**src/rtl/face_swap_pkg.sv**
```systemverilog
// Shared definitions for the face_swap video path.
// Contents:
//   FS_DATA_WIDTH / FS_DIM_BITS / FS_CNT_BITS  default pixel, dimension and counter widths
//   fr_state_e                                 framer state encoding
//   fs_beat_t                                  one stream beat {tdata, tlast, tuser}
package face_swap_pkg;

  localparam int FS_DATA_WIDTH = 32;
  localparam int FS_DIM_BITS   = 12;
  localparam int FS_CNT_BITS   = 16;

  typedef enum logic [0:0] {
    FR_IDLE = 1'b0,
    FR_RUN  = 1'b1
  } fr_state_e;

  typedef struct packed {
    logic [FS_DATA_WIDTH-1:0] tdata;
    logic                     tlast;
    logic                     tuser;
  } fs_beat_t;

endpackage

```
**src/rtl/axis_video_framer_if.sv**
```systemverilog
// AXI4-Stream video bundle used on both sides of the framer.
// Signals: tdata (pixel), tvalid, tready, tlast (end-of-line), tuser (start-of-frame).
// Modports: master drives data/valid/last/user and samples ready; slave is the mirror.
interface axis_video_framer_if
  import face_swap_pkg::*;
#(
  parameter int DATA_WIDTH = FS_DATA_WIDTH
);

  logic [DATA_WIDTH-1:0] tdata;
  logic                  tvalid;
  logic                  tready;
  logic                  tlast;
  logic                  tuser;

  modport master (output tdata, output tvalid, output tlast, output tuser, input tready);
  modport slave  (input tdata, input tvalid, input tlast, input tuser, output tready);

endinterface

```
**src/rtl/axis_skid_buffer.sv**
```systemverilog
// Two-entry skid buffer for a valid/ready stream of WIDTH-bit beats.
// Ports:
//   clk_i, rst_ni          clock, synchronous active-low reset
//   s_data_i/s_valid_i     upstream beat and valid
//   s_ready_o              upstream ready, driven straight from a flop (no path from m_ready_i)
//   m_data_o/m_valid_o     registered downstream beat and valid
//   m_ready_i              downstream ready
// The output register is the main entry; the skid entry catches the beat that was
// accepted while the output was stalled, so ready can be registered without losing data.
module axis_skid_buffer #(
  parameter int WIDTH = 8
) (
  input  logic             clk_i,
  input  logic             rst_ni,
  input  logic [WIDTH-1:0] s_data_i,
  input  logic             s_valid_i,
  output logic             s_ready_o,
  output logic [WIDTH-1:0] m_data_o,
  output logic             m_valid_o,
  input  logic             m_ready_i
);

  logic [WIDTH-1:0] out_data_q, out_data_d;
  logic [WIDTH-1:0] skid_data_q, skid_data_d;
  logic             out_valid_q, out_valid_d;
  logic             skid_valid_q, skid_valid_d;
  logic             in_hs_s;

  assign s_ready_o = ~skid_valid_q;
  assign m_data_o  = out_data_q;
  assign m_valid_o = out_valid_q;
  assign in_hs_s   = s_valid_i & ~skid_valid_q;

  // Next-state: refill the output register from skid first, else from the input.
  always_comb begin
    out_data_d   = out_data_q;
    out_valid_d  = out_valid_q;
    skid_data_d  = skid_data_q;
    skid_valid_d = skid_valid_q;
    if (!out_valid_q || m_ready_i) begin
      if (skid_valid_q) begin
        out_data_d   = skid_data_q;
        out_valid_d  = 1'b1;
        skid_valid_d = 1'b0;
      end else if (in_hs_s) begin
        out_data_d  = s_data_i;
        out_valid_d = 1'b1;
      end else begin
        out_valid_d = 1'b0;
      end
    end else begin
      if (in_hs_s) begin
        skid_data_d  = s_data_i;
        skid_valid_d = 1'b1;
      end else begin
        skid_valid_d = skid_valid_q;
      end
    end
  end

  // Storage registers; reset drops any buffered beat without a handshake.
  always_ff @(posedge clk_i) begin
    if (!rst_ni) begin
      out_data_q   <= {WIDTH{1'b0}};
      out_valid_q  <= 1'b0;
      skid_data_q  <= {WIDTH{1'b0}};
      skid_valid_q <= 1'b0;
    end else begin
      out_data_q   <= out_data_d;
      out_valid_q  <= out_valid_d;
      skid_data_q  <= skid_data_d;
      skid_valid_q <= skid_valid_d;
    end
  end

endmodule

```
**src/rtl/axis_video_framer.sv**
```systemverilog
// Regenerates AXI4-Stream video framing (tuser = start-of-frame, tlast = end-of-line)
// from latched line width/height, flags upstream tlast mismatches, counts frames.
// Ports:
//   ACLK, ARESETN            clock, synchronous active-low reset
//   cfg_enable/width/height  framer configuration, sampled at frame boundaries only
//   stat_clear               pulse clearing sticky errors and the frame counter
//   s_axis (slave)           input pixels; tlast is only checked, tuser ignored
//   m_axis (master)          framed output pixels through a 2-entry skid buffer
//   stat_busy                frame in progress (first accept .. last output beat)
//   stat_err_early/late      sticky upstream tlast mismatch flags
//   stat_frames              completed-frame count
module axis_video_framer
  import face_swap_pkg::*;
#(
  parameter int DATA_WIDTH = FS_DATA_WIDTH,
  parameter int DIM_BITS   = FS_DIM_BITS,
  parameter int CNT_BITS   = FS_CNT_BITS
) (
  input  logic                 ACLK,
  input  logic                 ARESETN,
  input  logic                 cfg_enable,
  input  logic [DIM_BITS-1:0]  cfg_width,
  input  logic [DIM_BITS-1:0]  cfg_height,
  input  logic                 stat_clear,
  axis_video_framer_if.slave   s_axis,
  axis_video_framer_if.master  m_axis,
  output logic                 stat_busy,
  output logic                 stat_err_early,
  output logic                 stat_err_late,
  output logic [CNT_BITS-1:0]  stat_frames
);

  // Beat carried through the skid buffer: {tdata, tlast, tuser, eof}.
  // eof marks the last beat of the frame so the counter can fire on its output handshake.
  localparam int BEAT_W = DATA_WIDTH + 3;

  fr_state_e             state_q, state_d;
  logic [DIM_BITS-1:0]   px_q, px_d, ln_q, ln_d;
  logic [DIM_BITS-1:0]   wm1_q, wm1_d, hm1_q, hm1_d;
  logic                  err_early_q, err_early_d, err_late_q, err_late_d;
  logic                  busy_q, busy_d;
  logic [CNT_BITS-1:0]   frames_q, frames_d, frames_base_s;
  logic                  cfg_ok_s, in_hs_s, out_hs_s, px_last_s, ln_last_s;
  logic                  skid_ready_s, out_valid_s, eof_done_s;
  logic [BEAT_W-1:0]     in_beat_s, out_beat_s;
  logic                  unused_s;

  assign unused_s  = s_axis.tuser;
  assign cfg_ok_s  = cfg_enable && (cfg_width != {DIM_BITS{1'b0}}) && (cfg_height != {DIM_BITS{1'b0}});
  assign px_last_s = (px_q == wm1_q);
  assign ln_last_s = (ln_q == hm1_q);

  // Ready only depends on flops: state and skid occupancy.
  assign s_axis.tready = (state_q == FR_RUN) && skid_ready_s;
  assign in_hs_s       = s_axis.tvalid && s_axis.tready;
  assign in_beat_s     = {s_axis.tdata, px_last_s,
                          (px_q == {DIM_BITS{1'b0}}) && (ln_q == {DIM_BITS{1'b0}}),
                          px_last_s && ln_last_s};

  axis_skid_buffer #(.WIDTH(BEAT_W)) u_skid (
    .clk_i     (ACLK),
    .rst_ni    (ARESETN),
    .s_data_i  (in_beat_s),
    .s_valid_i (in_hs_s),
    .s_ready_o (skid_ready_s),
    .m_data_o  (out_beat_s),
    .m_valid_o (out_valid_s),
    .m_ready_i (m_axis.tready)
  );

  assign m_axis.tdata  = out_beat_s[BEAT_W-1:3];
  assign m_axis.tlast  = out_beat_s[2];
  assign m_axis.tuser  = out_beat_s[1];
  assign m_axis.tvalid = out_valid_s;
  assign out_hs_s      = out_valid_s && m_axis.tready;
  assign eof_done_s    = out_hs_s && out_beat_s[0];

  assign stat_busy      = busy_q;
  assign stat_err_early = err_early_q;
  assign stat_err_late  = err_late_q;
  assign stat_frames    = frames_q;

  // Next-state: FSM, pixel/line counters, sticky status; events override stat_clear.
  always_comb begin
    state_d = state_q;
    px_d    = px_q;
    ln_d    = ln_q;
    wm1_d   = wm1_q;
    hm1_d   = hm1_q;
    case (state_q)
      FR_IDLE: begin
        if (cfg_ok_s) begin
          state_d = FR_RUN;
          wm1_d   = cfg_width - DIM_BITS'(1);
          hm1_d   = cfg_height - DIM_BITS'(1);
          px_d    = {DIM_BITS{1'b0}};
          ln_d    = {DIM_BITS{1'b0}};
        end else begin
          state_d = FR_IDLE;
        end
      end
      FR_RUN: begin
        if (in_hs_s) begin
          if (px_last_s) begin
            px_d = {DIM_BITS{1'b0}};
            if (ln_last_s) begin
              ln_d = {DIM_BITS{1'b0}};
              // Frame boundary: pick up new geometry or stop.
              if (cfg_ok_s) begin
                wm1_d = cfg_width - DIM_BITS'(1);
                hm1_d = cfg_height - DIM_BITS'(1);
              end else begin
                state_d = FR_IDLE;
              end
            end else begin
              ln_d = ln_q + DIM_BITS'(1);
            end
          end else begin
            px_d = px_q + DIM_BITS'(1);
          end
        end else begin
          state_d = FR_RUN;
        end
      end
      default: state_d = FR_IDLE;
    endcase

    err_early_d = (err_early_q && !stat_clear) || (in_hs_s && s_axis.tlast && !px_last_s);
    err_late_d  = (err_late_q && !stat_clear) || (in_hs_s && !s_axis.tlast && px_last_s);

    frames_base_s = stat_clear ? {CNT_BITS{1'b0}} : frames_q;
    if (eof_done_s) begin
      frames_d = frames_base_s + CNT_BITS'(1);
    end else begin
      frames_d = frames_base_s;
    end

    busy_d = (busy_q && !eof_done_s) || in_hs_s;
  end

  // State and status registers.
  always_ff @(posedge ACLK) begin
    if (!ARESETN) begin
      state_q     <= FR_IDLE;
      px_q        <= {DIM_BITS{1'b0}};
      ln_q        <= {DIM_BITS{1'b0}};
      wm1_q       <= {DIM_BITS{1'b0}};
      hm1_q       <= {DIM_BITS{1'b0}};
      err_early_q <= 1'b0;
      err_late_q  <= 1'b0;
      busy_q      <= 1'b0;
      frames_q    <= {CNT_BITS{1'b0}};
    end else begin
      state_q     <= state_d;
      px_q        <= px_d;
      ln_q        <= ln_d;
      wm1_q       <= wm1_d;
      hm1_q       <= hm1_d;
      err_early_q <= err_early_d;
      err_late_q  <= err_late_d;
      busy_q      <= busy_d;
      frames_q    <= frames_d;
    end
  end

endmodule

```
**src/flat_wrapper.sv**
```systemverilog
// flat-port wrapper written by rule: the top's interface ports become plain ports
module axis_video_framer_flat import face_swap_pkg::*;
#(
  parameter int DATA_WIDTH = FS_DATA_WIDTH,
  parameter int DIM_BITS   = FS_DIM_BITS,
  parameter int CNT_BITS   = FS_CNT_BITS
)
  (ACLK, ARESETN, cfg_enable, cfg_width, cfg_height, stat_clear, stat_busy, stat_err_early, stat_err_late, stat_frames, s_axis_tdata, s_axis_tvalid, s_axis_tlast, s_axis_tuser, s_axis_tready, m_axis_tdata, m_axis_tvalid, m_axis_tlast, m_axis_tuser, m_axis_tready);
  axis_video_framer_if #(.DATA_WIDTH(DATA_WIDTH)) s_axis_i ();
  axis_video_framer_if #(.DATA_WIDTH(DATA_WIDTH)) m_axis_i ();
  input  logic ACLK;
  input  logic ARESETN;
  input  logic cfg_enable;
  input  logic [DIM_BITS-1:0] cfg_width;
  input  logic [DIM_BITS-1:0] cfg_height;
  input  logic stat_clear;
  output logic stat_busy;
  output logic stat_err_early;
  output logic stat_err_late;
  output logic [CNT_BITS-1:0] stat_frames;
  input wire logic [$bits(s_axis_i.tdata)-1:0] s_axis_tdata;
  input wire logic [$bits(s_axis_i.tvalid)-1:0] s_axis_tvalid;
  input wire logic [$bits(s_axis_i.tlast)-1:0] s_axis_tlast;
  input wire logic [$bits(s_axis_i.tuser)-1:0] s_axis_tuser;
  output wire logic [$bits(s_axis_i.tready)-1:0] s_axis_tready;
  output wire logic [$bits(m_axis_i.tdata)-1:0] m_axis_tdata;
  output wire logic [$bits(m_axis_i.tvalid)-1:0] m_axis_tvalid;
  output wire logic [$bits(m_axis_i.tlast)-1:0] m_axis_tlast;
  output wire logic [$bits(m_axis_i.tuser)-1:0] m_axis_tuser;
  input wire logic [$bits(m_axis_i.tready)-1:0] m_axis_tready;
  assign s_axis_i.tdata = s_axis_tdata;
  assign s_axis_i.tvalid = s_axis_tvalid;
  assign s_axis_i.tlast = s_axis_tlast;
  assign s_axis_i.tuser = s_axis_tuser;
  assign s_axis_tready = s_axis_i.tready;
  assign m_axis_tdata = m_axis_i.tdata;
  assign m_axis_tvalid = m_axis_i.tvalid;
  assign m_axis_tlast = m_axis_i.tlast;
  assign m_axis_tuser = m_axis_i.tuser;
  assign m_axis_i.tready = m_axis_tready;
  axis_video_framer #(.DATA_WIDTH(DATA_WIDTH), .DIM_BITS(DIM_BITS), .CNT_BITS(CNT_BITS)) u_core (.ACLK(ACLK), .ARESETN(ARESETN), .cfg_enable(cfg_enable), .cfg_width(cfg_width), .cfg_height(cfg_height), .stat_clear(stat_clear), .s_axis(s_axis_i), .m_axis(m_axis_i), .stat_busy(stat_busy), .stat_err_early(stat_err_early), .stat_err_late(stat_err_late), .stat_frames(stat_frames));
endmodule
```
**config.mk**
```make
export PLATFORM = sky130hd
export DESIGN_NAME = axis_video_framer_flat
export DESIGN_NICKNAME = d
export VERILOG_FILES = /design/src/rtl/face_swap_pkg.sv /design/src/rtl/axis_video_framer_if.sv /design/src/rtl/axis_skid_buffer.sv /design/src/rtl/axis_video_framer.sv /design/src/flat_wrapper.sv
export SDC_FILE = /design/constraint.sdc
export NUM_CORES = 1
export LEC_CHECK = 0
export CAP_MARGIN = 10
export CORE_MARGIN = 2
export CORE_UTILIZATION = 50
export CTS_CLUSTER_DIAMETER = 50
export CTS_CLUSTER_SIZE = 10
export DETAILED_ROUTE_END_ITERATION = 16
export GPL_TIMING_DRIVEN = 0
export PLACE_DENSITY_LB_ADDON = 0.3
export SLEW_MARGIN = 20
export SYNTH_ARGS = -nofsm -noshare
export SYNTH_HDL_FRONTEND = slang
export SYNTH_SLANG_ARGS = --single-unit
```
**constraint.sdc**
```tcl
create_clock -name ACLK -period 6.2 [get_ports ACLK]
set_input_delay 1.86 -clock ACLK [delete_from_list [all_inputs] [get_ports ACLK]]
set_output_delay 1.86 -clock ACLK [all_outputs]
set_load 0.01 [all_outputs]
```
Word level (Yosys, flattened, before mapping)

Cells that the tools add are included.

Input bits: 64
Bits in writable memories: 0
Bits in read-only memories: 0
Memories: 0
Flip-flop bits (word level): 140
Latch bits: 0
Logic and storage cells: 93

Equal/unequal tests: 6
Div/mod/pow operators: 0
Shifts and indexed selects: 0
$lt $le $gt $ge: 0
Multiply operators: 0
Add/sub/neg operators: 5
Multiplexer cells: 29
Bitwise logic cells: 5
Reductions and logical operators: 35

Operators with widths:

| kind                    | number |
|---|---|
| $mux W12                | 14 |
| $pmux W12 S2            | 4 |
| $mux W35                | 2 |
| $mux W16                | 2 |
| $add A12 B1 Y12 const B | 2 |
| $eq A12 B12 Y1          | 2 |
| $logic_not A12 Y1       | 2 |
| $reduce_bool A12 Y1     | 2 |
| $sub A12 B1 Y12 const B | 2 |
| $add A16 B1 Y16 const B | 1 |
| $logic_and A1 B1 Y1     | 15 |
| $mux W1                 | 6 |
| $ne A2 B2 Y1 const B    | 3 |
| $reduce_and A2 Y1       | 3 |
| $reduce_and A3 Y1       | 2 |
| $logic_not A1 Y1        | 5 |
| $logic_or A1 B1 Y1      | 4 |
| $not A1 Y1              | 4 |
| $ne A2 B1 Y1 const B    | 1 |
| $pmux W1 S2             | 1 |
| $reduce_bool A2 Y1      | 1 |
| $reduce_or A2 Y1        | 1 |
| $and A1 B1 Y1           | 1 |

Logic depth before layout (Yosys ltp)

Gate-level depths: netlist of run 1.

Word-level depth: 8
Depth in mapped cells: 10
Gate-level depth less buffers: 8

Cells and area by module

Synthesis of run 1 repeated with hierarchy kept, for this count alone.

Cell total of the unflattened synthesis: 789
Area, all modules: 6986.7 um2

Modules (own cells, without submodules):

| module            | area each (um2) | times used | cells each | sequential area each (um2) |
|---|---|---|---|---|
| axis_video_framer | 3901.2          | 1          | 466        | 1361.3 |
| axis_skid_buffer  | 3085.5          | 1          | 323        | 1441.4 |

Worst setup path before layout of run 1

OpenSTA, ideal clock, no wires.

Path type: input-to-reg
Start point: in cfg_width[3]
End point: reg u_core.px_q[2]
Data arrival time: 3459 ps
Data required time: 6135 ps
Path buffers: 2
Slack: 2677 ps
Cell stages on the path: 8
Library setup time: 65 ps
Path through: nor4_1 > nand4b_1 > and2_1 > clkbuf_1 > a2bb2oi_1 > buf_2 > nand2_1 > nor2_1

Cells in the longest elaborated chain, start to end: 5

Ends and longest elaborated chain:

| what                               | RTL line                 | source |
|---|---|---|
| start: declaration                 | flat_wrapper.sv:14       | `input logic [DIM_BITS-1:0] cfg_width;` |
| $reduce_bool A12 Y1                | axis_video_framer.sv:49  | `assign cfg_ok_s = cfg_enable && (cfg_width != {DIM_BITS{1'b0}}) && (cfg_height != {DIM_BITS{1'b0}});` |
| $logic_and A1 B1 Y1 (2 in series)  | axis_video_framer.sv:49  |  |
| $ne A2 B1 Y1 (no source line)      | n/a                      |  |
| $reduce_and A2 Y1 (no source line) | n/a                      |  |
| end signal: assignment             | axis_video_framer.sv:145 | `px_q <= {DIM_BITS{1'b0}};` |
| end signal: assignment             | axis_video_framer.sv:155 | `px_q <= px_d;` |
| end: declaration                   | axis_video_framer.sv:38  | `logic [DIM_BITS-1:0] px_q, px_d, ln_q, ln_d;` |

Every way passes these cells.
A chain may end at the register's enable or synchronous reset.

Worst setup path in the final report of run 1

Start point: in cfg_width[3]
End point: reg u_core.px_q[3]

Same word-level chain as after synthesis.

==> summary.txt, run 1 <==
======================================================================================
Count of flip-flops with a built-in enable after synthesis                           0
Measured slew at the worst slew-check pin                                       906 ps
Die footprint                                                                14400 um2
Leading area contributor after synthesis                                  sky130_fd_sc_hd__dfxtp_1
Number of CTS-inserted buffers                                                      17
Async SR Flop Fraction                                                              0%
Vias                                                                              6086
Setup Total Neg Slack                                                             0 ps
Number of stages on the worst hold path                                              2
Via count of the first global-routing pass                                        5670
Filler cells                                                                      1117
Total of cells resized after clock tree synthesis                                    0
Number of antenna repair diodes                                                      0
Insertion delay of the later-clocked pin in the worst-skew pair                 420 ps
Commonest cells in the synthesized netlist                                sky130_fd_sc_hd__dfxtp_1 (140), sky130_fd_sc_hd__nand2_1 (108), sky130_fd_sc_hd__a21oi_1 (82), sky130_fd_sc_hd__nor2_1 (76), sky130_fd_sc_hd__a211oi_1 (56)
Hold WC Path Type                                                           reg -> reg
Overall routing resource usage                                                   23.3%
Kind of start point of the critical path                                  primary input
Count of standard-cell rows                                                         42
Post-synth net total                                                               875
Post-Synthesis Cell Area                                                      6720 um2
Reg2Reg Launch Point                                                      u_core.state_q
Number of nets in the final layout                                                1010
Setup Fix Bufs, Post-CTS                                                             0
Setup clock skew after layout                                                  6.66 ps
Count of final max-slew check failures                                               0
Final-report hold violation count                                                    0
Share of layout cells above drive strength 1                                     7.57%
DRT Pass-1 Iters                                                                     5
Antenna Violating Nets Remaining                                                     0
Multi-input gate area in the final layout                                     3430 um2
Width of the die                                                                120 um
Area grow syn2layout                                                             29.4%
Pin count of the biggest net entering global routing                                17
Run status                                                                   completed
Count of different cell masters after synthesis                                     48
Data arrival time of the critical path                                         4540 ps
Prevailing post-synth register cell                                       sky130_fd_sc_hd__dfxtp_1
Pleak                                                                          2.88 nW
Number of DRC violations after detailed routing                                      0
I/O pin total                                                                      119
Areal power density over the cells                                          254 nW/um2
Critical path start-end classification                                       in -> reg
Chip height                                                                     120 um
Tcrit/Tclk final                                                                 67.5%
Initial antenna violation count                                                      0
Via-to-Cell Ratio                                                                 5.40
Synth Area per Inst                                                           8.37 um2
Clock sink count                                                                   140
DRC violation total after the first TritonRoute iteration                          521
RSZ-0062 raised after global routing                                                no
Fmax                                                                         0.239 GHz
Total Routed Length                                                            16.4 mm
Longest Clk Path Bufs                                                                2
Worst slew margin                                                                39.1%
DP Worst Slack                                                                 1630 ps
Reg power frac                                                                   43.0%
Clock Pin Slew Worst Setup and Hold Paths                                        60 ps
Number of port buffers                                                             116
Worst Setup End Kind                                                          register
Dpl hpwl                                                                       12.0 mm
Launching instance or port of the critical path                           cfg_width[3]
Final count of negative-setup-slack endpoints                                        0
Placeable Area                                                               13200 um2
Grt total ovfl                                                                       0
Required @ worst endpoint                                                      6550 ps
Biggest fanout along the worst timing path                                          10
Starting density of the core                                                     50.9%
Switching share of power                                                         23.0%
Root buffer cell                                                          sky130_fd_sc_hd__clkbuf_16
Count of synthesis-stage warnings from yosys                                         0
Clk pwr share                                                                    45.2%
Sequential fraction of the synthesis area                                        41.7%
Post-DR wirelength/cell                                                        14.6 um
Quantity of hold-fixing buffers added after cts                                      0
Critical hold path startpoint                                             u_core.u_skid.skid_data_q[13]
Wire length of the first global-routing pass                                   27.0 mm
Maximum resistive drop on vdd                                                 0.204 mV
Clock tree from TritonCTS                                                        built
CTS H-tree depth                                                                     4
Max-capacitance violation count                                                      0
Minimum period implied by the final worst setup slack                          4180 ps
P_int                                                                          1.70 mW
Synthesized flop and latch total                                                   140
Register-to-register path setup slack                                          3530 ps
Combinational group share of total power                                         11.8%
Post-synthesis cell count                                                          803
Number of cells on the worst reg-to-reg path                                         8
Post-route worst setup slack                                                   2020 ps
Dominant cell by count in the synthesized netlist                         sky130_fd_sc_hd__dfxtp_1
Weighted congestion reported at the end of routability-driven placement          0.868
Register area                                                                 2800 um2
Switching power total                                                         0.509 mW
Leading cell types by total area after synthesis                          sky130_fd_sc_hd__dfxtp_1 (42%), sky130_fd_sc_hd__a211oi_1 (6.3%), sky130_fd_sc_hd__a21oi_1 (6.1%)
Area fraction of the dominant cell type after synthesis                          41.7%
======================================================================================
-- cell type report --
type                    count  share of cell area (%)
multi-input cells         569                    39.5
flip-flops and latches    140                    32.2
repair buffers            116                    13.4
clock buffers              27                    6.24
plain buffers              81                    5.02
well taps                 176                    2.53
clock inverters             5                   0.604
inverters                  13                   0.561
-- metrics by stage --
step / utilization [%] / instances / area [um2] / total power, mW / hold slack (ps)
2_1_floorplan: - / 803 / 6720 / 1.11 / 436
3_3_place_gp: 61.4 / 1095 / 8100 / 1.23 / 441
3_5_place_dp: 61.4 / 1095 / 8100 / 1.23 / 448
4_1_cts: 65.9 / 1127 / 8700 / 2.22 / 455
5_1_grt: 65.9 / 1127 / 8700 / 2.29 / 466
6_report: 65.9 / 1127 / 8700 / 2.21 / 454
-- layer usage --
metal / global-route usage [%] / part of all wire (%)
met1: 29.2 / 46
met5: 0 / 0
met3: 5.37 / 4.9
met2: 39.0 / 47
met4: 8.24 / 1.7
-- logic make-up (layout without fill, tap and decap cells) --
| group | after synthesis | in the layout | synth area share (%) |
|---|---|---|---|
| flops | 140 | 140 | 41.7 |
| compound gates | 176 | 176 | 16.2 |
| fa+ha+maj | 8 | 8 | 1.49 |
| mux | 34 | 34 | 5.07 |
| buf+inv | 94 | 242 | 7.23 |
| xor+xnor | 60 | 60 | 7.82 |
| simple gates | 291 | 291 | 20.5 |
-- power by group through the flow --
stage	clock network, mW	registers, mW	logic (mW)
finish	0.999	0.952	0.261
global route	1.05	0.955	0.286
CTS	1.01	0.952	0.262
detailed placement	0	0.971	0.260
global placement	0	0.970	0.258
floorplan	0	0.967	0.146
-- sequential cells by signal (all words and copies together) (netlist names) --
register and flops:
u_core.u_skid.skid_valid_q 1, u_core.stat_frames 16, u_core.px_q 12, u_core.wm1_q 12, u_core.ln_q 12, u_core.u_skid.m_valid_o 1, u_core.hm1_q 12, u_core.u_skid.skid_data_q 35
u_core.stat_err_early 1, u_core.stat_busy 1, u_core.state_q 1, u_core.stat_err_late 1, u_core.u_skid.m_data_o 35
-- placed cells by master (no fill, tap or decap), drive strengths merged, types with 12 or more instances in the layout --
cell           instances
dfxtp                140
clkdlybuf4s50        116
nand2                108
a21oi                 82
nor2                  76
clkbuf                69
a211oi                56
xnor2                 44
buf                   39
mux2i                 34
xor2                  16
or3                   16
nand4                 14
nand3                 14
inv                   13
o21ai                 13
nor2b                 12
-- critical path: stages --
cell and delay [ps]:
sky130_fd_sc_hd__clkdlybuf4s50_1 470, sky130_fd_sc_hd__nor4_1 440, sky130_fd_sc_hd__nand4b_1 260, sky130_fd_sc_hd__and2_1 220, sky130_fd_sc_hd__clkbuf_1 190, sky130_fd_sc_hd__a2bb2oi_1 470, sky130_fd_sc_hd__buf_2 320, sky130_fd_sc_hd__nand2_1 160
sky130_fd_sc_hd__nor2_1 150
-- worst paths after layout --
kind / endpoint
min reg2reg: u_core.u_skid.skid_data_q[13]
max: u_core.px_q[3]
max reg2reg: u_core.u_skid.m_data_o[25]
min: u_core.u_skid.skid_data_q[13]
(Power assumes the default switching activity.)
==> run 2, diff against run 1 <==
==> constraint.sdc (replaced) <==
create_clock -name ACLK -period 4.2 [get_ports ACLK]
set_input_delay 1.26 -clock ACLK [delete_from_list [all_inputs] [get_ports ACLK]]
set_output_delay 1.26 -clock ACLK [all_outputs]
set_load 0.01 [all_outputs]
==> results of run 2 <==
The final DEF is identical to that of run 1. Status: completed.
Among the figures that moved: setup slack after placement 1630 ps -> 228 ps; setup slack after layout 2020 ps -> 616 ps; register-to-register setup slack 3530 ps -> 1530 ps; total power 2.21 mW -> 3.26 mW; worst IR drop on VDD 0.204 mV -> 0.301 mV
==> run 3, diff against run 2 <==
--- a/config.mk
+++ b/config.mk
@@ -7,9 +7,9 @@
 export LEC_CHECK = 0
 export CAP_MARGIN = 10
 export CORE_MARGIN = 2
-export CORE_UTILIZATION = 50
+export CORE_UTILIZATION = 40
 export CTS_CLUSTER_DIAMETER = 50
-export CTS_CLUSTER_SIZE = 10
+export CTS_CLUSTER_SIZE = 24
 export DETAILED_ROUTE_END_ITERATION = 16
 export GPL_TIMING_DRIVEN = 0
 export PLACE_DENSITY_LB_ADDON = 0.3
==> run 3 against run 2 <==
Net effect: cell count grew 3.9%; clock skew grew 0.70 ps; fmax grew 0.98%; power grew 0.55%; worst hold slack is essentially flat; non-clock buffer count is the same; wire length grew 0.57%; combinational power is essentially flat; register-to-register slack gained 50 ps; core utilization shrank 13 points; die area grew 24%; critical endpoint is now u_core.px_q[5]; largest cell class unchanged; largest power group unchanged.
==> summary.txt, run 3 (synthesis gave the netlist of run 1 again) <==
======================================================================================
Commonest cells after routing, fill and taps aside                        sky130_fd_sc_hd__dfxtp_1 (140), sky130_fd_sc_hd__clkdlybuf4s50_1 (116), sky130_fd_sc_hd__nand2_1 (108), sky130_fd_sc_hd__a21oi_1 (82), sky130_fd_sc_hd__nor2_1 (76)
Worst slew margin                                                                33.4%   -5.7 points
Initial antenna violation count                                                      0   unchanged
Longest Clk Path Bufs                                                                2   unchanged
Critical path start-end classification                                       in -> reg
Clock Pin Slew Worst Setup and Hold Paths                                        60 ps   about the same
Total Routed Length                                                            16.5 mm   +0.57%
Tcrit/Tclk final                                                                 84.5%
Placeable Area                                                               16500 um2   +25%
Measured slew at the worst slew-check pin                                       990 ps   +84.5 ps
Overall routing resource usage                                                   18.7%   -4.5 points
Setup clock skew after layout                                                  7.36 ps   +0.696 ps
I/O pin total                                                                      119   unchanged
Number of DRC violations after detailed routing                                      0   unchanged
RSZ-0062 raised after global routing                                                no
Die footprint                                                                17900 um2   +24%
Final worst hold slack                                                          454 ps   -0.132 ps
Clock sink count                                                                   140   unchanged
Setup Total Neg Slack                                                             0 ps   unchanged
Width of the die                                                                134 um   +11%
Wire length of the first global-routing pass                                   26.7 mm   -1.4%
Series of cell instances along the critical path                          clkdlybuf4s50_1 -> nor4_1 -> nand4b_1 -> and2_1 -> clkbuf_1 -> a2bb2oi_1 -> buf_2 -> nand2_1 -> nor2_1
Pin count of the biggest net entering global routing                                17   unchanged
Starting density of the core                                                     40.7%   -10 points
Area grow syn2layout                                                             30.2%
Pleak                                                                          2.86 nW   -0.70%
Final-report hold violation count                                                    0   unchanged
Run status                                                                   completed
Share of layout cells above drive strength 1                                     7.68%   +0.11 points
Utilization after layout                                                         52.9%   -13 points
Dpl hpwl                                                                       12.3 mm   +2.6%
CP max-delay cell                                                         sky130_fd_sc_hd__clkdlybuf4s50_1
Root buffer cell                                                          sky130_fd_sc_hd__clkbuf_16
Worst Setup End Kind                                                          register
Chip height                                                                     134 um   +11%
Total of cells resized after clock tree synthesis                                    0   unchanged
Insertion delay of the later-clocked pin in the worst-skew pair                 430 ps   about the same
Hold WC Path Type                                                           reg -> reg
Cell family with most CP delay                                            simple AND/OR/NAND/NOR gates
CTS H-tree depth                                                                     4   unchanged
Post-DR wirelength/cell                                                        14.1 um   -3.2%
Grt total ovfl                                                                       0   unchanged
Pwr Total                                                                      3.28 mW
Number of CTS-inserted buffers                                                      17   unchanged
Count of final max-slew check failures                                               0   unchanged
Minimum period implied by the final worst setup slack                          3550 ps
Data arrival time of the critical path                                         3910 ps
Count of standard-cell rows                                                         47   +12%
Via count of the first global-routing pass                                        5426   -4.3%
Number of nets in the final layout                                                1010   unchanged
Final count of negative-setup-slack endpoints                                        0   unchanged
Biggest fanout along the worst timing path                                          10   unchanged
Antenna Violating Nets Remaining                                                     0   unchanged
Setup Fix Bufs, Post-CTS                                                             0   unchanged
Quantity of hold-fixing buffers added after cts                                      0   unchanged
Fmax                                                                         0.282 GHz
DRC violation total after the first TritonRoute iteration                          355   -32%
Maximum resistive drop on vdd                                                 0.317 mV
Vias                                                                              5901   -3.0%
Worst Path Buf+Inv                                                                   3   unchanged
Most common library cell in the layout ignoring fill and taps             sky130_fd_sc_hd__dfxtp_1
Via-to-Cell Ratio                                                                 5.04   -6.7%
Clock tree from TritonCTS                                                        built
Required @ worst endpoint                                                      4560 ps
Filler cells                                                                      1595   +43%
DRT Pass-1 Iters                                                                     5   unchanged
Number of antenna repair diodes                                                      0   unchanged
Maximum cell stage delay along the critical path                                460 ps   about the same
Max-capacitance violation count                                                      0   unchanged
Areal power density over the cells                                          375 nW/um2
Kind of start point of the critical path                                  primary input
Number of port buffers                                                             116   unchanged
Weighted congestion reported at the end of routability-driven placement          0.846   -2.5%
======================================================================================
-- run 3: changes by cell type in the layout (fill, tap and decap cells not counted) --
cell	delta
sky130_fd_sc_hd__clkinv_4	+2
sky130_fd_sc_hd__bufinv_16	+1
sky130_fd_sc_hd__clkbuf_1	-1
sky130_fd_sc_hd__clkinv_2	-2
sky130_fd_sc_hd__inv_6	+2
sky130_fd_sc_hd__clkinvlp_4	+4
sky130_fd_sc_hd__clkbuf_8	-6
-- run 3: power breakdown --
part / switching (mW) / internal [mW] / total (mW)
clock network: 0.586 / 0.908 / 1.49
registers: 0.0289 / 1.37 / 1.40
logic: 0.186 / 0.199 / 0.385
total: 0.800 / 2.48 / 3.28
-- run 3: worst min-delay path: stages, from the launching register on --
cell and delay, ps:
sky130_fd_sc_hd__dfxtp_1 310, sky130_fd_sc_hd__nand2_1 50, sky130_fd_sc_hd__a21oi_1 50
-- run 3: cell type report --
class / count / area [um2] / area share (%)
buffer: 81 / 437 / 4.99
clock buffer: 20 / 457 / 5.22
clock inverter: 12 / 138 / 1.57
inverter: 13 / 48.8 / 0.558
multi-input combinational: 569 / 3430 / 39.2
sequential: 140 / 2800 / 32.0
tap: 220 / 275 / 3.15
timing repair buffer: 116 / 1160 / 13.3
-- run 3: worst paths after layout --
kind                            startpoint                            end  slack (ps)  depth (start not counted)
max                           cfg_width[3]                 u_core.px_q[5]         650                          9
min          u_core.u_skid.skid_data_q[16]  u_core.u_skid.skid_data_q[16]         450                          2
max reg2reg                 u_core.state_q      u_core.u_skid.m_data_o[2]        1580                          8
min reg2reg  u_core.u_skid.skid_data_q[16]  u_core.u_skid.skid_data_q[16]         450                          2
-- run 3: per-layer routing --
metal | global-route usage (%) | share of wire [%] | up-vias
met5 | 0 | 0 | -
met4 | 6.32 | 1.4 | 0
met3 | 4.07 | 4.2 | 20
met2 | 30.9 | 46 | 139
met1 | 24.4 | 48 | 2687
li1 | - | - | 3055
-- run 3: metrics by stage --
stage	setup slack (ps)	cells	area, um2
2_1_floorplan	1280	803	6720
3_3_place_gp	213	1139	8160
3_5_place_dp	188	1139	8160
4_1_cts	623	1171	8750
5_1_grt	420	1171	8750
6_report	651	1171	8750
